$ cat config.mk
export PLATFORM = sky130hd
export DESIGN_NAME = mp_sync_rx
export DESIGN_NICKNAME = d
export VERILOG_FILES = /design/src/rtl/mp_pkg.sv /design/src/rtl/mp_sync_rx_sync_ff.sv /design/src/rtl/mp_sync_rx.sv
export SDC_FILE = /design/constraint.sdc
export NUM_CORES = 1
export LEC_CHECK = 0
export CORE_MARGIN = 2
export CORE_UTILIZATION = 35
export CTS_CLUSTER_DIAMETER = 50
export DETAILED_ROUTE_END_ITERATION = 16
export PLACE_DENSITY = 0.67
export SYNTH_ARGS = -nofsm -noshare
export SYNTH_HDL_FRONTEND = slang
export SYNTH_HIERARCHICAL = 1
export SYNTH_SLANG_ARGS = --single-unit
$ cat constraint.sdc
create_clock -name clk -period 1.9 [get_ports clk]
set_input_delay 0.285 -clock clk [delete_from_list [all_inputs] [get_ports clk]]
set_output_delay 0.285 -clock clk [all_outputs]
set_load 0.03 [all_outputs]
$ cat src/rtl/mp_pkg.sv
// ---------------------------------------------------------------------------
// mp_pkg
// Shared definitions for the two-phase micropipeline receiver:
//   PH_IDLE / PH_ACTIVE  two-phase wire levels (PH_IDLE is the reset level)
//   SYNC_STAGES_DEF      default depth of the req synchronizer
//   clog2()              ceiling log2 usable in constant expressions
// ---------------------------------------------------------------------------
package mp_pkg;

  localparam logic PH_IDLE   = 1'b0;
  localparam logic PH_ACTIVE = 1'b1;

  localparam int SYNC_STAGES_DEF = 2;

  function automatic int clog2(input int v);
    int r;
    int x;
    r = 0;
    x = v - 1;
    while (x > 0) begin
      r = r + 1;
      x = x >> 1;
    end
    return r;
  endfunction

endpackage

$ cat src/rtl/mp_sync_rx_sync_ff.sv
// ---------------------------------------------------------------------------
// sync_ff
// Multi-flop synchronizer for a single asynchronous level signal.
//   clk   in   sampling clock
//   rstn  in   asynchronous active-low reset, chain clears to PH_IDLE
//   d_i   in   asynchronous input level
//   q_o   out  synchronized level (last flop of the chain)
// ---------------------------------------------------------------------------
module sync_ff
  import mp_pkg::*;
#(
  parameter int STAGES = SYNC_STAGES_DEF
) (
  input  logic clk,
  input  logic rstn,
  input  logic d_i,
  output logic q_o
);

  logic [STAGES-1:0] chain_q;

  always_ff @(posedge clk or negedge rstn) begin
    if (!rstn) begin
      chain_q <= {STAGES{PH_IDLE}};
    end else begin
      chain_q <= {chain_q[STAGES-2:0], d_i};
    end
  end

  assign q_o = chain_q[STAGES-1];

endmodule

$ cat src/rtl/mp_sync_rx.sv
// ---------------------------------------------------------------------------
// mp_sync_rx
// Receives tokens from a two-phase bundled-data micropipeline, buffers them
// in a DEPTH-entry FIFO and presents them on a valid/ready interface. One
// ack transition is returned upstream per accepted token.
//
// Ports:
//   clk        in   sampling clock
//   rstn       in   asynchronous active-low reset
//   req_in     in   two-phase request, each transition is one token
//   data_in    in   bundled data, stable while the token is unacknowledged
//   ack_out    out  two-phase acknowledge
//   out_valid  out  FIFO head valid
//   out_ready  in   consumer takes head when out_valid && out_ready
//   out_data   out  FIFO head data (0 while empty)
//   level      out  FIFO occupancy
//   proto_err  out  sticky protocol-violation flag (MP_SYNC_RX_ERR_EN only)
//
// Build option: define MP_SYNC_RX_ERR_EN to add proto_err, which sets when a
// second req transition arrives while a token is still unacknowledged.
// ---------------------------------------------------------------------------
module mp_sync_rx
  import mp_pkg::*;
#(
  parameter int DW          = 8,
  parameter int DEPTH       = 4,
  parameter int SYNC_STAGES = SYNC_STAGES_DEF
) (
  input  logic                   clk,
  input  logic                   rstn,
  input  logic                   req_in,
  input  logic [DW-1:0]          data_in,
  output logic                   ack_out,
  output logic                   out_valid,
  input  logic                   out_ready,
  output logic [DW-1:0]          out_data,
`ifdef MP_SYNC_RX_ERR_EN
  output logic [$clog2(DEPTH):0] level,
  output logic                   proto_err
`else
  output logic [$clog2(DEPTH):0] level
`endif
);

  localparam int AW = clog2(DEPTH);
  localparam int LW = AW + 1;

  logic          s;
  logic          pending;
  logic          push;
  logic          pop;

  logic          p_q,     p_d;
  logic          ack_q,   ack_d;
  logic [AW-1:0] wptr_q,  wptr_d;
  logic [AW-1:0] rptr_q,  rptr_d;
  logic [LW-1:0] level_q, level_d;
  logic          valid_q, valid_d;
  logic [DW-1:0] mem_q [DEPTH];

  sync_ff #(.STAGES(SYNC_STAGES)) u_req_sync (
    .clk  (clk),
    .rstn (rstn),
    .d_i  (req_in),
    .q_o  (s)
  );

  // A token is outstanding whenever the synchronized req phase differs from
  // the phase we last acknowledged.
  assign pending = s ^ p_q;
  assign pop     = valid_q && out_ready;
  // A full FIFO still accepts when the head leaves in the same cycle.
  assign push    = pending && ((level_q < LW'(DEPTH)) || pop);

  always_comb begin
    p_d     = p_q;
    ack_d   = ack_q;
    wptr_d  = wptr_q;
    rptr_d  = rptr_q;
    level_d = level_q;
    if (push) begin
      p_d    = s;
      ack_d  = ~ack_q;
      wptr_d = wptr_q + 1'b1;
    end
    if (pop) begin
      rptr_d = rptr_q + 1'b1;
    end
    case ({push, pop})
      2'b10:   level_d = level_q + 1'b1;
      2'b01:   level_d = level_q - 1'b1;
      default: level_d = level_q;
    endcase
    valid_d = (level_d != '0);
  end

  always_ff @(posedge clk or negedge rstn) begin
    if (!rstn) begin
      p_q     <= PH_IDLE;
      ack_q   <= PH_IDLE;
      wptr_q  <= '0;
      rptr_q  <= '0;
      level_q <= '0;
      valid_q <= 1'b0;
    end else begin
      p_q     <= p_d;
      ack_q   <= ack_d;
      wptr_q  <= wptr_d;
      rptr_q  <= rptr_d;
      level_q <= level_d;
      valid_q <= valid_d;
    end
  end

  // Storage carries no reset; unread entries are masked on out_data.
  always_ff @(posedge clk) begin
    if (push) begin
      mem_q[wptr_q] <= data_in;
    end
  end

  assign ack_out   = ack_q;
  assign out_valid = valid_q;
  assign out_data  = valid_q ? mem_q[rptr_q] : '0;
  assign level     = level_q;

`ifdef MP_SYNC_RX_ERR_EN
  // hold_q remembers that a token was waiting last cycle and was not taken;
  // a fresh edge on s on top of that means upstream did not wait for ack.
  logic s_prev_q;
  logic hold_q;
  logic err_q;

  always_ff @(posedge clk or negedge rstn) begin
    if (!rstn) begin
      s_prev_q <= PH_IDLE;
      hold_q   <= 1'b0;
      err_q    <= 1'b0;
    end else begin
      s_prev_q <= s;
      hold_q   <= pending && !push;
      if (hold_q && (s != s_prev_q)) begin
        err_q <= 1'b1;
      end
    end
  end

  assign proto_err = err_q;
`endif

endmodule

Word level (Yosys, flattened, before mapping):

Memories as Yosys holds them, arrays and structs flattened.
Cells that the tools add are included.

* register bits after elaboration: 12
* bits in writable memories: 32
* input port bits: 12
* output and inout bits: 13
* word-level logic and storage cells: 25
* memories kept: 1

Memory list
* mem_q: words 4, width 8, read ports 1, clocked after memory_dff 0, write ports 1, RTL line mp_sync_rx.sv:59 `logic [DW-1:0] mem_q [DEPTH];`

* add/sub/neg operators: 4
* magnitude comparators: 1
* equality and inequality tests: 2
* mux-type cells: 4
* bitwise operators: 2
* reductions and logical operators: 4

Operators by type and width (count)
* 2-to-1 mux 8 bit: 1
* case mux 3 bit (2 select lines): 1
* adder 2 x 1 -> 2 bit (second input constant): 2
* adder 3 x 1 -> 3 bit (second input constant): 1
* less-than comparator 3 bit (second input constant): 1
* nonzero test 3 bit: 1
* subtractor 3 x 1 -> 3 bit (second input constant): 1
* equality test 2 x 1 -> 1 bit (second input constant): 1
* equality test 2 bit (second input constant): 1
* logical AND 1 bit: 2
* 2-to-1 mux 1 bit: 2
* logical OR 1 bit: 1
* inverter 1 bit: 1
* bitwise XOR 1 bit: 1

Depth between registers and ports, before layout:

Gate-level depths: netlist of run 1.

* depth after elaboration: 6
* depth in mapped cells: 8
* mapped depth without buffers: 8

Modules after synthesis:

Netlist of run 1, hierarchy kept.

By module, submodules not included
* mp_sync_rx: times used 1, cells an instance 93, area each 1742.9 um^2, seq. area each 1211.2 um^2
* sync_ff: times used 1, cells an instance 2, area each 50.0 um^2, seq. area each 50.0 um^2

Worst setup path after synthesis of run 1:

OpenSTA, ideal clock, no wires.

* kind: register to register
* start point: register valid_q (netlist: out_valid)
* end point: register valid_q (netlist: out_valid)
* setup time: 137 ps
* arrival time: 2114 ps
* required time: 1763 ps
* path slack: -351 ps
* cell stages (with the launch flop): 9
* path buffers: 0
* period minus slack after synthesis: 2251 ps
* cells stage by stage: dfrtp_1 nand2_4 a21oi_4 inv_1 ha_1 fa_1 mux2_2 nor2_1 o211ai_1

* cells in the longest elaborated chain, start to end: 6
* elaborated cells between the ends (all ways): 7
* classes of those cells: 2 x eq/ne; 1 x mux; 4 x reduce/logical

RTL lines
* start, declared: RTL line mp_sync_rx.sv:58 `logic valid_q, valid_d;`
* start signal, assigned: RTL line mp_sync_rx.sv:111 `valid_q <= valid_d;`
* logical AND 1 bit *: RTL line mp_sync_rx.sv:71 `assign pop = valid_q && out_ready;`
* logical OR 1 bit: RTL line mp_sync_rx.sv:73 `assign push = pending && ((level_q < LW'(DEPTH)) || pop);`
* logical AND 1 bit: RTL line mp_sync_rx.sv:73
* equality test 2 x 1 -> 1 bit / equality test 2 bit (equally long branches): RTL line mp_sync_rx.sv:89 `case ({push, pop})`
* case mux 3 bit (2 select lines) *: RTL line mp_sync_rx.sv:89
* named net level_d[1]: RTL line mp_sync_rx.sv:57 `logic [LW-1:0] level_q, level_d;`
* nonzero test 3 bit *: RTL line mp_sync_rx.sv:94 `valid_d = (level_d != '0);`
* named net valid_d: RTL line mp_sync_rx.sv:58

The timed path passes the listed nets; every way through them passes the cells marked *.
A chain may end at the register's enable or synchronous reset.

Worst setup path after layout of run 1:

* start point: register u_req_sync.chain_q[1]
* end point: register valid_q (netlist: out_valid)

* cells in the longest elaborated chain, start to end: 5
* elaborated cells between the ends (all ways): 6
* classes of those cells: 2 x eq/ne; 1 x mux; 1 x bitwise; 2 x reduce/logical

RTL lines
* start, declared: RTL line mp_sync_rx_sync_ff.sv:20 `logic [STAGES-1:0] chain_q;`
* start signal, assigned: RTL line mp_sync_rx_sync_ff.sv:24 `chain_q <= {STAGES{PH_IDLE}};`
* start signal, assigned: RTL line mp_sync_rx_sync_ff.sv:26 `chain_q <= {chain_q[STAGES-2:0], d_i};`
* bitwise XOR 1 bit *: RTL line mp_sync_rx.sv:70 `assign pending = s ^ p_q;`
* logical AND 1 bit *: RTL line mp_sync_rx.sv:73
* equality test 2 x 1 -> 1 bit / equality test 2 bit (equally long branches): RTL line mp_sync_rx.sv:89
* case mux 3 bit (2 select lines) *: RTL line mp_sync_rx.sv:89
* named net level_d[1]: RTL line mp_sync_rx.sv:57
* nonzero test 3 bit *: RTL line mp_sync_rx.sv:94
* named net valid_d: RTL line mp_sync_rx.sv:58

Marked as above.

==> results of run 1 <==
worst max-delay path by stage:
stage	from	endpoint	slack [ns]	cells past startpoint
6_report	u_req_sync/chain_q[1]$_DFF_PN0_	out_valid$_DFF_PN0_	-0.004	8
5_1_grt	u_req_sync/chain_q[1]$_DFF_PN0_	out_valid$_DFF_PN0_	-0.09	8
4_1_cts	rptr_q[0]$_DFFE_PN0P_	out_data[6]	-0.02	4
3_5_place_dp	out_ready	out_valid$_DFF_PN0_	-0.37	9
3_3_place_gp	out_ready	out_valid$_DFF_PN0_	-0.28	9
2_1_floorplan	out_valid$_DFF_PN0_	out_valid$_DFF_PN0_	-0.11	8
timing repair:
item                                    CTS  global route
pin swaps                                 9             1
endpoints found under the setup margin    9            11
setup buffers                             1             1
resized for setup                        66             4
critical path, stage by stage, from the launching register on:
cell	delay [ns]
dfrtp_1	0.41
xnor2_2	0.16
a21oi_4	0.13
inv_2	0.06
ha_4	0.16
fa_2	0.39
mux2_4	0.29
nor2_2	0.08
o211ai_1	0.10
power breakdown:
part	total, mW	internal [mW]	leakage, nW	switching (mW)
Clock	0.685	0.389	0.0558	0.296
Combinational	2.12	1.16	0.450	0.963
Sequential	1.48	1.30	0.430	0.175
state kept, by name, summed over array words and instances, names as in the netlist:
signal / flops
rptr_q: 2
u_req_sync/chain_q: 2
out_valid: 1
ack_out: 1
wptr_q: 2
p_q: 1
level: 3
mem_q: 32
metal layers:
layer | share of wire [%] | vias to the layer above | global-route usage [%]
met5 | 0 | - | 0
met4 | 1.6 | 0 | 6.63
met3 | 3.9 | 4 | 3.97
met2 | 55 | 18 | 20.2
met1 | 40 | 473 | 14.1
li1 | - | 444 | -
placed cells by master, fill, tap and decap left out, types with 3 or more instances in the layout:
cell type / Yosys / layout
edfxtp_1: 32 / 32
buf_4: 0 / 18
clkdlybuf4s50_1: 0 / 14
dfrtp_1: 12 / 11
mux4_2: 8 / 8
and2_4: 0 / 8
buf_6: 1 / 8
clkbuf_8: 0 / 5
xnor2_1: 6 / 4
and2_1: 12 / 4
ha_1: 5 / 4
inv_1: 4 / 3
cell type report:
| type | instances | area (um2) |
|---|---|---|
| Tap cell | 70 | 87.6 |
| Timing Repair Buffer | 43 | 407 |
| Multi-Input combinational cell | 45 | 561 |
| Inverter | 4 | 15.0 |
| Fill cell | 467 | 2570 |
| Clock buffer | 5 | 68.8 |
| Clock inverter | 3 | 42.5 |
| Sequential cell | 44 | 1260 |
logic make-up (layout without fill, tap and decap cells):
kind of cell / Yosys count / in the layout / synth area share, %
buffers and inverters: 6 / 55 / 1.74
adders and majority gates: 6 / 6 / 4.61
xor gates and xnor gates: 7 / 7 / 3.42
and+or+nand+nor: 17 / 17 / 5.86
AOI/OAI and AO/OA: 4 / 4 / 1.88
DFF: 44 / 44 / 70.3
muxes: 11 / 11 / 12.1
per-stage QoR:
| step | setup slack (ns) | util, % | instance area [um2] | std cells | TNS (ns) |
|---|---|---|---|---|---|
| 2_1_floorplan | -0.115 | - | 1820 | 95 | -0.128 |
| 3_3_place_gp | -0.285 | 45.3 | 2270 | 204 | -1.79 |
| 3_5_place_dp | -0.367 | 45.3 | 2270 | 204 | -2.04 |
| 4_1_cts | -0.0231 | 48.4 | 2420 | 213 | -0.0999 |
| 5_1_grt | -0.0885 | 48.8 | 2440 | 214 | -0.542 |
| 6_report | -0.00364 | 48.8 | 2440 | 214 | -0.00584 |
==> impl_metrics.env, run 1 <==
export IMPL_status="finished with violations"
export IMPL_violations="setup timing"
export IMPL_synth_seq_cells=44
export IMPL_synth_flop_cell="edfxtp_1"
export IMPL_p_leak_nw=0.936
export IMPL_synth_top_area_share_pct=53.6
export IMPL_fp_dieArea_mm2=0.00571
export IMPL_place_congestion=0.658
export IMPL_syn_avg_cell_area_um2=18.9
export IMPL_rows=26
export IMPL_synth_cell_type_count=21
export IMPL_diodes=0
export IMPL_reg2reg_slack_ns=-0.004
export IMPL_clock_sinks=44
export IMPL_clock_tree_root_cell="clkbuf_8"
export IMPL_yosysMostFrequentCell="edfxtp_1"
export IMPL_min_path_type="input port to asynchronous set/reset pin"
export IMPL_antenna_left=0
export IMPL_grt_max_degree=15
export IMPL_skew_ns=0.0102
export IMPL_setup_slack_ns=-0.00364
export IMPL_max_cap_viol_count=0
export IMPL_crit_fanout=2
export IMPL_max_slew_worst_pin_slew_ns=0.540
export IMPL_fp_dieH_um=75.6
export IMPL_viasPerCell=4.39
export IMPL_drcViolationCount=0
export IMPL_synth_largest_area_cell="edfxtp_1"
export IMPL_r2r_cells=8
export IMPL_antenna_found_initial=0
export IMPL_core_area_mm2=0.00501
export IMPL_drtIter0Drc=50
export IMPL_h_tree_depth=2
export IMPL_firstDrtPassIters=6
export IMPL_reg2reg_from="u_req_sync/chain_q[1]$_DFF_PN0_"
export IMPL_maxSlewHeadroom_pct=63.9
export IMPL_syn_num_nets=113
export IMPL_drive_above_1_share_pct=44.4
export IMPL_vias=939
export IMPL_critical_path_class="flip-flop to flip-flop"
export IMPL_yosysWarnings=6
export IMPL_period_needed_ns=1.90
export IMPL_io_buffers=24
export IMPL_startpoint_type="flip-flop"
export IMPL_rsz0062_at_grt="yes"
export IMPL_crit_path_end_kind="flip-flop"
export IMPL_clk_latency_ns=0.29
export IMPL_grt_pass1_vias=1035
export IMPL_postSynth_asyncResetShare_pct=27.3
export IMPL_grt_usage_pct=12.2
export IMPL_clkTransAtPathRegs_ns=0.08
export IMPL_dpl_hpwl_um=2220
export IMPL_fmax_mhz=525
export IMPL_cts_tree="built"
export IMPL_period_share_pct=100
export IMPL_routedWlPerCell_um=14.3
export IMPL_cts_buffers=5
export IMPL_holdWs_ns=0.338
export IMPL_total_power_mw=4.29
export IMPL_powerDensity_mw_per_mm2=1750
export IMPL_synth_cell_area_mm2=0.00179
export IMPL_setup_violations=2
export IMPL_synthTopCellsByCount="edfxtp_1, and2_1, dfrtp_1"
export IMPL_grt_pass1_wl_um=4820
export IMPL_num_io_pins=25
export IMPL_drv_slew=0
export IMPL_clk_path_buf_depth=2
export IMPL_overflow=0
export IMPL_syn_to_final_growth_pct=36.3
export IMPL_die_w_um=75.6
export IMPL_cts_hold_buf=0
export IMPL_initial_core_util_pct=35.8
export IMPL_crit_required_ns=2.06
export IMPL_irDropWorstVdd_mv=0.562
export IMPL_worst_endpoint_arrival_ns=2.07
export IMPL_num_nets_final=161
export IMPL_hold_viol=0
export IMPL_yosys_top_cells_area="edfxtp_1, dfrtp_1, mux4_2, and2_1, ha_1"
export IMPL_yosysSeqAreaShare_pct=70.3
export IMPL_synthCells=95
export IMPL_worstReg2RegEnd="out_valid$_DFF_PN0_"
export IMPL_routed_wirelength_um=3070
export IMPL_synth_edf_count=32
Note: power is estimated with default switching activity, not from simulation.
==> inputs of run 2 (changes only) <==
Settings changed: CTS_BUF_LIST from default to sky130_fd_sc_hd__clkbuf_4 sky130_fd_sc_hd__clkbuf_8, SYNTH_HIERARCHICAL 1 to default.
==> run 2 against run 1 <==
The run still ends with setup timing left. Routed wire length grew 2.3%. Maximum frequency down 1.9%. First-iteration DRC count rose by 24%. Synthesized cell count stayed put. Sequential power barely moved. Non-clock buffer count is 2 higher. Worst hold slack better by 0.0025 ns. Combinational power rose by 2%. Global-route usage decreased by 0.11 points. Core utilization is 0.22 points lower. Final area shrank 0.46%. Via count increased by 1.7%. Critical endpoint unchanged.
==> impl_metrics.env, run 2 <==
export IMPL_crit_path_end_kind="flip-flop"
export IMPL_startpoint_type="flip-flop"
export IMPL_finalSetupTns_ns=-0.0398
export IMPL_synth_seq_cells=44
export IMPL_cp_cell_sequence="xnor2_2 -> a21oi_4 -> inv_2 -> ha_4 -> fa_2 -> mux2_4 -> nor2_4 -> o211ai_1"
export IMPL_syn_num_nets=113
export IMPL_rows=26
export IMPL_maxSlewHeadroom_pct=63.9
export IMPL_firstDrtPassIters=2
export IMPL_synth_largest_area_cell="edfxtp_1"
export IMPL_utilization_pct=48.6
export IMPL_largest_register="mem_q"
export IMPL_routed_wirelength_um=3140
export IMPL_powerDensity_mw_per_mm2=1730
export IMPL_yosys_top_cells_area="edfxtp_1, dfrtp_1, mux4_2, and2_1, ha_1"
export IMPL_synthTopCellsByCount="edfxtp_1, and2_1, dfrtp_1"
export IMPL_fmax_mhz=516
export IMPL_holdWs_ns=0.340
export IMPL_layout_commonest_cell="edfxtp_1"
export IMPL_max_slew_worst_pin_slew_ns=0.539
export IMPL_synthCells=95
export IMPL_setup_violations=1
export IMPL_critical_path_class="flip-flop to flip-flop"
export IMPL_crit_required_ns=2.06
export IMPL_grt_pass1_wl_um=4770
export IMPL_postPlaceCellArea_mm2=0.00226
export IMPL_h_tree_depth=2
export IMPL_largest_reg_flops=32
export IMPL_synth_flop_cell="edfxtp_1"
export IMPL_crit_fanout=2
export IMPL_yosysWarnings=0
export IMPL_grt_usage_pct=12.1
export IMPL_n_fill_cell=437
export IMPL_min_path_type="input port to asynchronous set/reset pin"
export IMPL_drcViolationCount=0
export IMPL_reg2reg_slack_ns=-0.04
export IMPL_synth_cell_type_count=21
export IMPL_diodes=0
export IMPL_dp_cells=205
export IMPL_status="finished with violations"
export IMPL_worst_endpoint_arrival_ns=2.10
export IMPL_rsz0062_at_grt="yes"
export IMPL_grt_pass1_vias=932
export IMPL_cts_hold_buf=0
export IMPL_synth_top_area_share_pct=53.7
export IMPL_synth_edf_count=32
export IMPL_yosysMostFrequentCell="edfxtp_1"
export IMPL_mostFrequentLayoutCells="edfxtp_1, buf_4, clkdlybuf4s50_1"
export IMPL_setup_slack_ns=-0.0398
export IMPL_dp_slack_ns=-0.428
export IMPL_place_congestion=0.678
export IMPL_clock_tree_root_cell="clkbuf_8"
export IMPL_io_buffers=24
export IMPL_syn_to_final_growth_pct=36.0
export IMPL_irDropWorstVdd_mv=0.482
export IMPL_routedWlPerCell_um=14.5
export IMPL_synth_cell_area_mm2=0.00179
export IMPL_dpl_hpwl_um=2280
export IMPL_period_share_pct=102
export IMPL_antenna_found_initial=0
export IMPL_fp_dieH_um=75.5
export IMPL_postSynth_asyncResetShare_pct=27.3
export IMPL_clkTransAtPathRegs_ns=0.07
export IMPL_clock_sinks=44
export IMPL_drtIter0Drc=62
export IMPL_fp_dieArea_mm2=0.00570
export IMPL_max_cap_viol_count=0
export IMPL_antenna_left=0
export IMPL_die_w_um=75.5
export IMPL_skew_ns=0.00420
export IMPL_clk_path_buf_depth=2
export IMPL_yosysSeqAreaShare_pct=70.5
export IMPL_syn_avg_cell_area_um2=18.8
export IMPL_cts_tree="built"
export IMPL_viasPerCell=4.42
export IMPL_drv_slew=0
export IMPL_slowest_stage="fa_2"
export IMPL_period_needed_ns=1.94
export IMPL_violations="setup timing"
export IMPL_vias=955
export IMPL_fin_cells=216
export IMPL_critPathMaxStageDelay_ns=0.42
export IMPL_num_nets_final=163
export IMPL_grt_max_degree=14
export IMPL_cts_buffers=5
export IMPL_drive_above_1_share_pct=45.2
export IMPL_stdcell_area_mm2=0.00243
export IMPL_hold_viol=0
export IMPL_total_power_mw=4.21
export IMPL_overflow=0
export IMPL_initial_core_util_pct=35.7
export IMPL_num_io_pins=25
export IMPL_clk_latency_ns=0.29
export IMPL_p_leak_nw=0.936
export IMPL_core_area_mm2=0.00501
==> run 2: what timing repair did <==
action / in CTS / in global routing
setup endpoints to repair: 9 / 10
pin swaps: 6 / 4
setup buffers: 2 / 1
resized for setup: 68 / 4
==> run 2: final cells by class <==
cell class | count | area [um2] | share of cell area (%)
flip-flops and latches | 44 | 1260 | 51.9
multi-input cells | 45 | 562 | 23.1
repair buffers | 45 | 417 | 17.1
well taps | 70 | 87.6 | 3.60
clock buffers | 7 | 83.8 | 3.45
inverters | 4 | 15.0 | 0.617
clock inverters | 1 | 5.00 | 0.206
==> run 2: routing by layer <==
layer	up-vias	GRT usage (%)	share of wire [%]
li1	451	-	-
met1	477	14.0	40
met2	20	20.3	54
met3	7	3.57	3.5
met4	0	6.43	2.3
met5	-	0	0
==> run 2: cells by family after synthesis <==
logic type                 Yosys count  share of synthesized area [%]
adders and majority gates            6                           4.62
and+or+nand+nor                     17                           5.60
muxes                               11                           12.2
DFF                                 44                           70.5
AOI/OAI and AO/OA                    4                           1.89
buffers and inverters                6                           1.75
xor gates and xnor gates             7                           3.43
==> run 2: worst paths after layout <==
check / from / end / cells past startpoint
worst max-delay path: p_q$_DFFE_PN0P_ / out_valid$_DFF_PN0_ / 8
worst min-delay path: rstn / level[0]$_DFF_PN0_ / 1
worst max register to register: p_q$_DFFE_PN0P_ / out_valid$_DFF_PN0_ / 8
worst min register to register: u_req_sync.chain_q[0]$_DFF_PN0_ / u_req_sync.chain_q[1]$_DFF_PN0_ / 0
max in group asynchronous: rstn / out_valid$_DFF_PN0_ / 1
min in group clk: u_req_sync.chain_q[0]$_DFF_PN0_ / u_req_sync.chain_q[1]$_DFF_PN0_ / 0
==> run 2: power by group <==
| group | switching [mW] | total (mW) | internal, mW |
|---|---|---|---|
| sequential | 0.173 | 1.48 | 1.30 |
| combinational | 0.979 | 2.16 | 1.18 |
| clock | 0.290 | 0.577 | 0.286 |
==> run 2: critical path: cells and delay by family (launching register included) <==
family	cells	cell delay [ns]
adders and majority gates	2	0.58
DFF	1	0.41
muxes	1	0.30
AOI/OAI and AO/OA	2	0.23
xor gates and xnor gates	1	0.16
and+or+nand+nor	1	0.08
buffers and inverters	1	0.06
